## src/rtl/alu_share_arb.sv

```systemverilog
// Round-robin arbiter that time-shares one external combinational ALU between two requesters.
// Optional per-requester grant counters are enabled with `define ALU_ARB_GRANT_CNT_EN.
module alu_share_arb #(
  parameter int W    = 5,
  parameter int OPW  = 4,
  parameter int CNTW = 8
) (
  input  logic           clk,
  input  logic           rst_n,
  input  logic [1:0]     req_valid,
  input  logic [W-1:0]   req_a0,
  input  logic [W-1:0]   req_a1,
  input  logic [W-1:0]   req_b0,
  input  logic [W-1:0]   req_b1,
  input  logic [OPW-1:0] req_s0,
  input  logic [OPW-1:0] req_s1,
  output logic [1:0]     req_ready,
  output logic [W-1:0]   alu_a,
  output logic [W-1:0]   alu_b,
  output logic [OPW-1:0] alu_s,
  input  logic [W-1:0]   alu_y,
  output logic           rsp_valid,
  output logic [W-1:0]   rsp_data,
  output logic           rsp_id,
  input  logic           rsp_ready,
  output logic           busy
`ifdef ALU_ARB_GRANT_CNT_EN
  ,
  input  logic           cnt_clr,
  output logic [CNTW-1:0] grant_cnt0,
  output logic [CNTW-1:0] grant_cnt1
`endif
);

  typedef enum logic [1:0] {
    IDLE = 2'd0,
    EXEC = 2'd1,
    RESP = 2'd2
  } state_t;

  state_t     state, state_nxt;
  logic       last_grant;
  logic       id_p0;
  logic [1:0] grant;
  logic       win;
  logic       hs;

  // On a conflict the requester that did not win last time goes first.
  always_comb begin
    grant = 2'b00;
    case (req_valid)
      2'b01:   grant = 2'b01;
      2'b10:   grant = 2'b10;
      2'b11:   grant = last_grant ? 2'b01 : 2'b10;
      default: grant = 2'b00;
    endcase
    win = grant[1];
  end

  always_ff @(posedge clk or negedge rst_n) begin
    if (!rst_n) begin
      state <= IDLE;
    end else begin
      state <= state_nxt;
    end
  end

  always_comb begin
    state_nxt = state;
    req_ready = 2'b00;
    hs        = 1'b0;
    busy      = (state != IDLE);
    case (state)
      IDLE: begin
        req_ready = grant;
        hs        = |(req_valid & grant);
        if (hs) begin
          state_nxt = EXEC;
        end
      end
      EXEC: begin
        state_nxt = RESP;
      end
      RESP: begin
        if (rsp_ready) begin
          state_nxt = IDLE;
        end
      end
      default: begin
        state_nxt = IDLE;
      end
    endcase
  end

  // Stage p0: winner's operands registered onto the ALU at the handshake
  always_ff @(posedge clk or negedge rst_n) begin
    if (!rst_n) begin
      alu_a      <= '0;
      alu_b      <= '0;
      alu_s      <= '0;
      id_p0      <= 1'b0;
      last_grant <= 1'b1;
    end else if (hs) begin
      alu_a      <= win ? req_a1 : req_a0;
      alu_b      <= win ? req_b1 : req_b0;
      alu_s      <= win ? req_s1 : req_s0;
      id_p0      <= win;
      last_grant <= win;
    end
  end

  // Stage p1: ALU result captured after one settle cycle and held until consumed
  always_ff @(posedge clk or negedge rst_n) begin
    if (!rst_n) begin
      rsp_valid <= 1'b0;
      rsp_data  <= '0;
      rsp_id    <= 1'b0;
    end else if (state == EXEC) begin
      rsp_valid <= 1'b1;
      rsp_data  <= alu_y;
      rsp_id    <= id_p0;
    end else if ((state == RESP) && rsp_ready) begin
      rsp_valid <= 1'b0;
    end
  end

`ifdef ALU_ARB_GRANT_CNT_EN
  function automatic logic [CNTW-1:0] sat_inc(input logic [CNTW-1:0] v);
    return (&v) ? v : v + {{(CNTW-1){1'b0}}, 1'b1};
  endfunction

  // Clear has priority over a same-cycle increment.
  always_ff @(posedge clk or negedge rst_n) begin
    if (!rst_n) begin
      grant_cnt0 <= '0;
      grant_cnt1 <= '0;
    end else if (cnt_clr) begin
      grant_cnt0 <= '0;
      grant_cnt1 <= '0;
    end else if (hs) begin
      if (win) begin
        grant_cnt1 <= sat_inc(grant_cnt1);
      end else begin
        grant_cnt0 <= sat_inc(grant_cnt0);
      end
    end
  end
`else
  logic unused_cntw;
  assign unused_cntw = ^CNTW;
`endif

endmodule

```

## config.mk

```make
export PLATFORM = sky130hd
export DESIGN_NAME = alu_share_arb
export DESIGN_NICKNAME = d
export VERILOG_FILES = /design/src/rtl/alu_share_arb.sv
export SDC_FILE = /design/constraint.sdc
export NUM_CORES = 1
export LEC_CHECK = 0
export ABC_AREA = 1
export BUFFER_PORTS_ARGS = -buffer_cell sky130_fd_sc_hd__buf_4
export CAP_MARGIN = 20
export CORE_MARGIN = 1.5
export CORE_UTILIZATION = 40
export DETAILED_ROUTE_END_ITERATION = 7
export PLACE_DENSITY = 0.86
export SYNTH_ARGS = -nofsm -noshare
export SYNTH_HDL_FRONTEND = slang
export SYNTH_SLANG_ARGS = --single-unit
export TNS_END_PERCENT = 30
```

## constraint.sdc

```tcl
create_clock -name clk -period 1.27 [get_ports clk]
set_clock_uncertainty 0.15 [all_clocks]
set_input_delay 0.254 -clock clk [delete_from_list [all_inputs] [get_ports clk]]
set_output_delay 0.254 -clock clk [all_outputs]
set_load 0.01 [all_outputs]
```

==> results of run 1 <==
[layout by cell type (no fill, tap or decap), types with 5 or more instances in the layout]
cell	count
nand3_2	5
inv_1	31
buf_4	48
dlygate4sd3_1	7
inv_2	5
nand2_2	6
dfrtp_1	24
nand3_1	25
buf_6	27
nand2_1	53
nand2_4	5
[power by group]
group / switching, mW / internal [mW]
logic: 1.18 / 1.38
registers: 0.270 / 1.20
clock network: 0.221 / 0.122
total: 1.67 / 2.70
[stage by stage]
step	util [%]	TNS, ns	cells	cell area, um2
finish	73.25	-3.977	288	2200
floorplan	-	-0.6806	170	1279
global route	73.25	-5.086	288	2200
detailed placement	61.33	-0.6979	269	1842
CTS	69.00	-3.859	287	2072
global placement	61.33	-0.2301	269	1842
[kinds of logic (layout without fill, tap and decap cells)]
| kind of cell | Yosys count | count (layout) |
|---|---|---|
| compound gates | 5 | 5 |
| simple gates | 98 | 98 |
| flops | 25 | 25 |
| buf+inv | 42 | 127 |
[how the worst max path moves through the flow]
stage,end,cells past startpoint,startpoint
floorplan,req_ready[1],6,last_grant
global placement,req_ready[1],6,last_grant
detailed placement,req_ready[1],6,last_grant
CTS,req_ready[1],6,last_grant
global route,req_ready[1],6,last_grant
finish,req_ready[1],6,last_grant
[timing repair]
item,CTS,global route
gates cloned,2,0
pin swaps,6,11
hold buffers,7,0
hold endpoints to repair,31,0
setup buffers,6,1
endpoints found under the setup margin,24,40
gates resized for setup,16,35
[sequential cells by signal, summed over array words and instances (netlist names)]
register    cells
alu_a           5
alu_b           5
rsp_data        5
alu_s           4
state           2
id_p0           1
last_grant      1
rsp_id          1
rsp_valid       1
[final cells by class]
| cell class | instances | area share, % |
|---|---|---|
| multi-input cells | 103 | 24.63 |
| repair buffers | 86 | 37.37 |
| flip-flops and latches | 25 | 28.50 |
| inverters | 37 | 6.428 |
| well taps | 33 | 1.877 |
| clock buffers | 4 | 1.195 |
[routing by layer]
metal / routed length [um] / share of wire [%] / vias to the layer above
li1: - / - / 679
met1: 1350 / 40 / 614
met2: 1902 / 56 / 31
met3: 120 / 3.5 / 2
met4: 17 / 0.50 / 0
met5: 0 / 0 / -
[worst reg2reg max path, delay by kind of cell, from the launching register on]
family | cells | cell delay (ns)
buf+inv | 4 | 0.43
simple gates | 5 | 0.33
flops | 1 | 0.55
==> metrics.md, run 1 <==
| Metric | Value |
|---|---|
| Clock Path Buffers | 2 |
| Post-synthesis average cell area | 7.367 um2 |
| Core area | 0.003003 mm2 |
| CP Cell Sequence | inv_2 -> nand2_2 -> nand2_4 -> nand2_4 -> inv_2 -> buf_6 |
| Final setup viols | 18 |
| Seq. cell area | 626.9 um2 |
| Grt peak-use layer | met2 |
| Most common cell in the netlist | nand2_1 |
| CP Buf/Inv Count | 3 |
| Worst Setup End Kind | output pin |
| Vias in the first global route | 1216 |
| Number of synthesized register bits | 25 |
| Pre-antenna DRT Iters | 4 |
| Number of remaining DRC errors | 0 |
| Area of the multi-input gates | 541.8 um2 |
| P&R area growth vs syn | 75.62% |
| WS Path Type | reg -> out |
| Post-Route WL | 3391 um |
| CTS tree | done |
| I/O pins | 62 |
| Post-synth top area cell | dfrtp_1 |
| Input/output buffers | 61 |
| Final Slew Violations | 0 |
| Leak | 1.283 nW |
| Hold Crit Class | in -> reg |
| Post-DR vias/cell | 4.604 |
| DRT iter0 DRCs | 38 |
| Post-synth top area share | 47.95% |
| Clock-pin slew on the worst setup and hold paths | 0.13 ns |
| Dominant synthesized flop cell | dfrtp_1 |
| Critical path's slowest cell | dfstp_2 |
| Filler cells | 229 |
| Yosys cell types | 13 |
| Slew HR | 79.04% |
| Routed WL per cell | 11.77 um |
| Gr ovfl total | 0 |
| GR Util met2 | 37.46% |
| Number of flops mapped to enable cells by yosys | 0 |
| Clk_lat worst skew | 0.30 ns |
| Final Hold Viols | 0 |
| Crit path max-delay family | flip-flops |
| Die Footprint | 0.003476 mm2 |
| Die H | 58.96 um |
| Post-synthesis simple-gate area fraction | 34.27% |
| CP max FO | 3 |
| Worst vdd ir | 0.0008510 V |
| Pwr per Cell Area | 1987 mW/mm2 |
| Clk root buf | clkbuf_4 |
| Post-Synth Adder-Cell Area | 0% |
| Initial antenna violation count | 0 |
| WHS | 0.09574 ns |
| Tcrit/Tclk final | 128.3% |
| R2r setup slk | -0.23 ns |
| Tmin final | 1.629 ns |
| Dpl hpwl | 2316 um |
| Post-Syn Nets | 208 |
| RR Startpoint | last_grant |
| Dpl ws | -0.08415 ns |
| Largest net degree at the start of global routing | 26 |
| RSZ-0062 raised after global routing | yes |
| Sequential cell area fraction in the yosys report | 50.05% |
| Met1 GRT Util | 24.37% |
| Post-synthesis mux area share | 0% |
| Diodes inserted | 0 |
| FF-to-FF path depth | 9 |
| CP Data Required Time | 0.87 ns |
| Final setup margin | -0.3593 ns |
| Async SR Flop Fraction | 100.0% |
| Global-route wire length before repair | 5250 um |
| Total Power | 4.371 mW |
| Met3 Resource Use GR | 2.418% |
| Xor/xnor share of the synthesized area | 0% |
| Cells after Synth | 170 |
| Fmax | 0.6137 GHz |
| FP Rows | 20 |
| Nets | 294 |
| CTS HTree Levels | 1 |
| Ranking of synthesized cells by area | dfrtp_1 48%, nand2_1 19%, nand3_1 12%, inv_1 10%, dfstp_2 2.1% |
| Post-synthesis cell area | 0.001252 mm2 |
| Ys Warns | 0 |
| CP Launch Type | flop |
| Hold Crit Start | req_b1[3] |
| Crit path arrival time | 1.23 ns |
| Synth Area in Compound Gates | 1.998% |
| TritonCTS Buffers | 3 |
| Reg2reg end | alu_s[1] |
| Antenna Violating Nets Remaining | 0 |
| Fraction of layout cells with a size suffix above 1 | 42.75% |
| Hold path depth | 5 |
| Largest family of logic cells by synthesized area | simple AND/OR/NAND/NOR gates |
| Max incr delay on CP | 0.55 ns |
| Worst Tran Pin Value | 0.3144 ns |
| Most frequent cells after synthesis | 63 x nand2_1, 34 x inv_1, 30 x nand3_1 |
| Initial core utilization | 41.71% |
| GRT Total Usage | 19.94% |
| Routed via count | 1326 |
| Failing checks | negative setup slack |
| Die W | 58.96 um |
| Status | finished, violations left |
| RePlAce Congestion | 0.6803 |
| Max Cap Violations | 0 |
| Clock sink total | 25 |
| WHS Endpoint | alu_b[3] |
(Power assumes the default switching activity.)
==> inputs of run 2 (changes only) <==
Settings changed: MAX_ROUTING_LAYER set to met4.
==> metrics.md, run 2 (synthesis results as in run 1) <==
| Metric | Value |
|---|---|
| Status | finished, violations left (unchanged) |
| Failing checks | negative setup slack (unchanged) |
| Input/output buffers | 61 (unchanged) |
| CTS HTree Levels | 1 (unchanged) |
| GRT Total Usage | 20.54% (was 19.94%) |
| Routed WL per cell | 11.71 um (was 11.77 um) |
| Final setup TNS | -4.016 ns (was -3.977 ns) |
| Largest net degree at the start of global routing | 26 (unchanged) |
| DRT iter0 DRCs | 34 (was 38) |
| Top flop regs | alu_a: 5 flops, alu_b: 5 flops, rsp_data: 5 flops (unchanged) |
| RePlAce Congestion | 0.6872 (was 0.6803) |
| Core area | 0.003003 mm2 (unchanged) |
| Global-route wire length before repair | 5250 um (unchanged) |
| Post-route insts no fill | 288 (unchanged) |
| Max incr delay on CP | 0.55 ns (about the same) |
| Die W | 58.96 um (unchanged) |
| Diodes inserted | 0 (unchanged) |
| Fraction of layout cells with a size suffix above 1 | 42.75% (unchanged) |
| P&R area growth vs syn | 75.62% (unchanged) |
| Fmax | 0.6138 GHz (was 0.6137 GHz) |
| Inst Count DP | 269 (unchanged) |
| Filler cells | 229 (unchanged) |
| Worst vdd ir | 0.0008477 V (was 0.0008510 V) |
| Commonest non-fill, non-tap cell in the layout | nand2_1 (unchanged) |
| Clk_lat worst skew | 0.30 ns (about the same) |
| Post-DR vias/cell | 4.569 (was 4.604) |
| Slew HR | 79.40% (was 79.04%) |
| Antenna Violating Nets Remaining | 0 (unchanged) |
| Final Slew Violations | 0 (unchanged) |
| Critical path's slowest cell | dfstp_2 (unchanged) |
| Gr ovfl total | 0 (unchanged) |
| Clock Path Buffers | 2 (unchanged) |
| RSZ-0062 raised after global routing | yes (unchanged) |
| Initial antenna violation count | 0 (unchanged) |
| Clock sink total | 25 (unchanged) |
| CP Cell Sequence | inv_2 -> nand2_2 -> nand2_4 -> nand2_4 -> inv_2 -> buf_6 (unchanged) |
| Max Cap Violations | 0 (unchanged) |
| Hold Crit Class | in -> reg (unchanged) |
| Pwr per Cell Area | 1986 mW/mm2 (was 1987 mW/mm2) |
| Total Power | 4.370 mW (was 4.371 mW) |
| Final setup viols | 18 (unchanged) |
| Tmin final | 1.629 ns (about the same) |
| Dpl hpwl | 2316 um (unchanged) |
| Crit path arrival time | 1.23 ns (about the same) |
| Leak | 1.283 nW (unchanged) |
| Clk root buf | clkbuf_4 (unchanged) |
| I/O pins | 62 (unchanged) |
| Final setup margin | -0.3591 ns (was -0.3593 ns) |
| CP Launch Type | flop (unchanged) |
| Number of remaining DRC errors | 0 (unchanged) |
| Pre-antenna DRT Iters | 5 (was 4) |
| Post-Route WL | 3373 um (was 3391 um) |
| Routed via count | 1316 (was 1326) |
| Die Footprint | 0.003476 mm2 (unchanged) |
| WS Path Type | reg -> out (unchanged) |
| Most frequent cells in the layout | 53 x nand2_1, 48 x buf_4, 31 x inv_1, 27 x buf_6, 25 x nand3_1 (unchanged) |
| TritonCTS Buffers | 3 (unchanged) |
| Initial core utilization | 41.71% (unchanged) |
| CP Data Required Time | 0.87 ns (about the same) |
| Worst Setup End Kind | output pin (unchanged) |
| CP max FO | 3 (unchanged) |
| Clock-pin slew on the worst setup and hold paths | 0.13 ns (about the same) |
| CTS tree | done (unchanged) |
| Die H | 58.96 um (unchanged) |
| Nets | 294 (unchanged) |
| FP Rows | 20 (unchanged) |
| Vias in the first global route | 1217 (was 1216) |
| Final Hold Viols | 0 (unchanged) |
| Tcrit/Tclk final | 128.3% (about the same) |
| Worst Tran Pin Value | 0.3089 ns (was 0.3144 ns) |
run 2: cell counts in the layout (fill, tap and decap cells not counted):
No cell type changed its count.
run 2: cell type report:
cell class                      instances  area, um2  area share, %
Multi-Input combinational cell        103      541.8          24.63
Clock buffer                            4      26.28          1.195
Sequential cell                        25      626.9          28.50
Tap cell                               33      41.29          1.877
Timing Repair Buffer                   86      822.0          37.37
Inverter                               37      141.4          6.428
run 2: power breakdown:
| group | internal [mW] | switching [mW] | total [mW] |
|---|---|---|---|
| Combinational | 1.38 | 1.18 | 2.56 |
| Sequential | 1.20 | 0.270 | 1.46 |
| Clock | 0.122 | 0.218 | 0.340 |
run 2: path summary, 6_finish.rpt:
check | end | slack [ns] | from | cells after the start
max | req_ready[1] | -0.36 | last_grant | 6
min | alu_a[4] | 0.1 | req_a1[4] | 5
max reg2reg | alu_s[1] | -0.24 | last_grant | 9
min reg2reg | alu_b[3] | 0.35 | alu_b[3] | 2
max in group asynchronous | last_grant | 0.46 | rst_n | 2
min in group asynchronous | rsp_data[3] | 0.22 | rst_n | 2
run 2: per-stage QoR:
stage	setup slack, ns	util, %	hold WS (ns)	cell area, um2
5_1_grt	-0.4085	73.25	0.1071	2200
3_3_place_gp	-0.06512	61.33	0.01829	1842
4_1_cts	-0.3694	69.00	0.09348	2072
3_5_place_dp	-0.08415	61.33	0.02012	1842
6_report	-0.3591	73.25	0.09663	2200
2_1_floorplan	-0.06756	-	-0.1916	1279
run 2: worst max-delay path: cells and delay by family (launching register included):
| family | cells | cell delay [ns] |
|---|---|---|
| buffers and inverters | 3 | 0.17 |
| flip-flops | 1 | 0.55 |
| AND/OR/NAND/NOR | 3 | 0.20 |
run 2: metal layers:
metal | up-vias | wire, um | track usage, %
li1 | 677 | - | -
met2 | 37 | 1913 | 37.46
met5 | - | 0 | -
met3 | 2 | 129 | 2.418
met4 | 0 | 20 | 3.896
met1 | 600 | 1310 | 24.37
run 2: what timing repair did:
item                       CTS  global route
pin swaps                    6            11
gates cloned                 2             0
setup endpoints to repair   24            40
resized for setup           16            35
hold buffers                 7             0
hold endpoints to repair    31             0
buffers inserted             6             1
==> inputs of run 3 (changes only) <==
Settings changed: RECOVER_POWER set to 100.
==> metrics.md, run 3 (synthesis results as in run 1) <==
| Metric | Value |
|---|---|
| Final setup TNS | -4.004 ns (was -4.016 ns) |
| Fin area | 0.002192 mm2 (was 0.002200 mm2) |
| Pwr per Cell Area | 1987 mW/mm2 (was 1986 mW/mm2) |
| Nets | 294 (unchanged) |
| P&R area growth vs syn | 75.02% (was 75.62%) |
| Max incr delay on CP | 0.55 ns (about the same) |
| Clk_lat worst skew | 0.30 ns (about the same) |
| Final Slew Violations | 0 (unchanged) |
| Max Cap Violations | 0 (unchanged) |
| Pre-antenna DRT Iters | 4 (was 5) |
| Die H | 58.96 um (unchanged) |
| Combinational share of power | 58.5% (was 58.7%) |
| Leak | 1.281 nW (was 1.283 nW) |
| Gr ovfl total | 0 (unchanged) |
| Met2 WL post-DR | 1895 um (was 1913 um) |
| Crit path max-delay family | flip-flops (unchanged) |
| Slew HR | 59.79% (was 79.40%) |
| Clock Path Buffers | 2 (unchanged) |
| Initial core utilization | 41.71% (unchanged) |
| Vias in the first global route | 1217 (unchanged) |
| Hold Crit Class | in -> reg (unchanged) |
| CP Buf/Inv Count | 3 (unchanged) |
| CP Launch Type | flop (unchanged) |
| Final setup viols | 18 (unchanged) |
| Most frequent cells in the layout | 53 x nand2_1, 46 x buf_4, 31 x inv_1, 27 x buf_6, 25 x nand3_1 (was 53 x nand2_1, 48 x buf_4, 31 x inv_1, 27 x buf_6, 25 x nand3_1) |
| Worst Tran Pin Value | 0.6032 ns (was 0.3089 ns) |
| Dpl hpwl | 2316 um (unchanged) |
| Critical Path Source | last_grant (unchanged) |
| Top flop regs | alu_a: 5 flops, alu_b: 5 flops, rsp_data: 5 flops (unchanged) |
| Final setup margin | -0.3594 ns (was -0.3591 ns) |
| Tmin final | 1.629 ns (about the same) |
| Area of the multi-input gates | 541.8 um2 (unchanged) |
| Crit path arrival time | 1.23 ns (about the same) |
| Global-route wire length before repair | 5250 um (unchanged) |
| CP Data Required Time | 0.87 ns (about the same) |
| Routed WL per cell | 11.76 um (was 11.71 um) |
| Post-DR vias/cell | 4.594 (was 4.569) |
| Failing checks | negative setup slack (unchanged) |
| Status | finished, violations left (unchanged) |
| Clock sink total | 25 (unchanged) |
| Reg2reg end | alu_b[2] (was alu_s[1]) |
| DRT iter0 DRCs | 33 (was 34) |
| CTS tree | done (unchanged) |
| P_sw | 1.672 mW (about the same) |
| Number of remaining DRC errors | 0 (unchanged) |
| WS Path Type | reg -> out (unchanged) |
| Initial antenna violation count | 0 (unchanged) |
| Commonest non-fill, non-tap cell in the layout | nand2_1 (unchanged) |
| RePlAce Congestion | 0.6872 (unchanged) |
| Final design utilization | 73.00% (was 73.25%) |
| CP max FO | 3 (unchanged) |
| Post-Route WL | 3387 um (was 3373 um) |
| CTS HTree Levels | 1 (unchanged) |
| Core area | 0.003003 mm2 (unchanged) |
| Largest net degree at the start of global routing | 26 (unchanged) |
| Filler cells | 231 (was 229) |
| Worst Setup End Kind | output pin (unchanged) |
| Fraction of layout cells with a size suffix above 1 | 42.75% (unchanged) |
| Placed inst area | 0.001842 mm2 (unchanged) |
| Sw frac | 38.40% (was 38.27%) |
| WHS | 0.09637 ns (was 0.09663 ns) |
| Die W | 58.96 um (unchanged) |
| WP depth | 6 (unchanged) |
| Input/output buffers | 61 (unchanged) |
| DR WL met3 | 130 um (was 129 um) |
| Worst vdd ir | 0.0008498 V (was 0.0008477 V) |
| FF-to-FF path depth | 7 (was 9) |
| FP Rows | 20 (unchanged) |
| Routed via count | 1323 (was 1316) |
| Setup crit end | req_ready[1] (unchanged) |
| R2r setup slk | -0.24 ns (about the same) |
| Final Hold Viols | 0 (unchanged) |
| Topmost layer with routed signal wires | met4 (unchanged) |
| Hold Crit Start | req_a1[4] (unchanged) |
| GRT Total Usage | 20.54% (unchanged) |
| Die Footprint | 0.003476 mm2 (unchanged) |
| DRT met1 WL | 1330 um (was 1310 um) |
| Critical path's slowest cell | dfstp_2 (unchanged) |
| Diodes inserted | 0 (unchanged) |
| Seq. cell area | 626.9 um2 (unchanged) |
| RR Startpoint | last_grant (unchanged) |
| RSZ-0062 raised after global routing | yes (unchanged) |
| Clock power share | 7.9% (was 7.8%) |
| TritonCTS Buffers | 3 (unchanged) |
| Clock-pin slew on the worst setup and hold paths | 0.13 ns (about the same) |
| Total Power | 4.356 mW (was 4.370 mW) |
| Antenna Violating Nets Remaining | 0 (unchanged) |
| Int Pwr | 2.683 mW (was 2.697 mW) |
| I/O pins | 62 (unchanged) |
| Sequential Power Share | 33.7% (was 33.5%) |
| Fmax | 0.6137 GHz (was 0.6138 GHz) |
| Tcrit/Tclk final | 128.3% (about the same) |
| CP Cell Sequence | inv_2 -> nand2_2 -> nand2_4 -> nand2_4 -> inv_2 -> buf_6 (unchanged) |
| Clk root buf | clkbuf_4 (unchanged) |
==> run 3: what timing repair did <==
item	4_1_cts	5_1_grt
setup buffers	6	1
hold endpoints to repair	31	0
hold buffers	7	0
endpoints found under the setup margin	24	40
cloned	2	0
pin swaps	6	11
resized for setup	16	35
==> run 3: power groups by stage <==
stage          clock (mW)  sequential [mW]  combinational [mW]
4_1_cts             0.348             1.42                2.33
6_report            0.342             1.47                2.55
5_1_grt             0.369             1.49                2.79
3_5_place_dp            0             1.42                2.05
2_1_floorplan           0             1.55               0.924
3_3_place_gp            0             1.41                1.98
==> run 3: stage by stage <==
step           setup slack, ns  std cells
3_5_place_dp          -0.08415        269
6_report               -0.3594        288
3_3_place_gp          -0.06512        269
4_1_cts                -0.3694        287
2_1_floorplan         -0.06756        170
5_1_grt                -0.4085        288
==> run 3: worst min path at each step <==
stage                     to  slack [ns]  cells past startpoint
global route        alu_a[1]        0.11                      5
CTS                 alu_a[4]        0.09                      5
detailed placement  alu_a[0]        0.02                      1
finish              alu_a[4]         0.1                      5
floorplan           alu_a[0]       -0.19                      0
global placement    alu_b[0]        0.02                      1
==> run 3: worst min-delay path, stage by stage <==
cell,delay [ns]
buf_4,0.08
inv_1,0.03
nand2_1,0.05
nand3_1,0.07
nand2_1,0.05
==> run 3: layout make-up <==
type / instances / area share, %
Timing Repair Buffer: 86 / 37.27
Sequential cell: 25 / 28.60
Inverter: 37 / 6.336
Clock buffer: 4 / 1.199
Multi-Input combinational cell: 103 / 24.71
Tap cell: 33 / 1.884
==> run 3: layer usage <==
| metal | vias to the layer above | global-route usage, % |
|---|---|---|
| met5 | - | - |
| met4 | 0 | 3.896 |
| met3 | 4 | 2.418 |
| met2 | 39 | 37.46 |
| met1 | 603 | 24.37 |
| li1 | 677 | - |
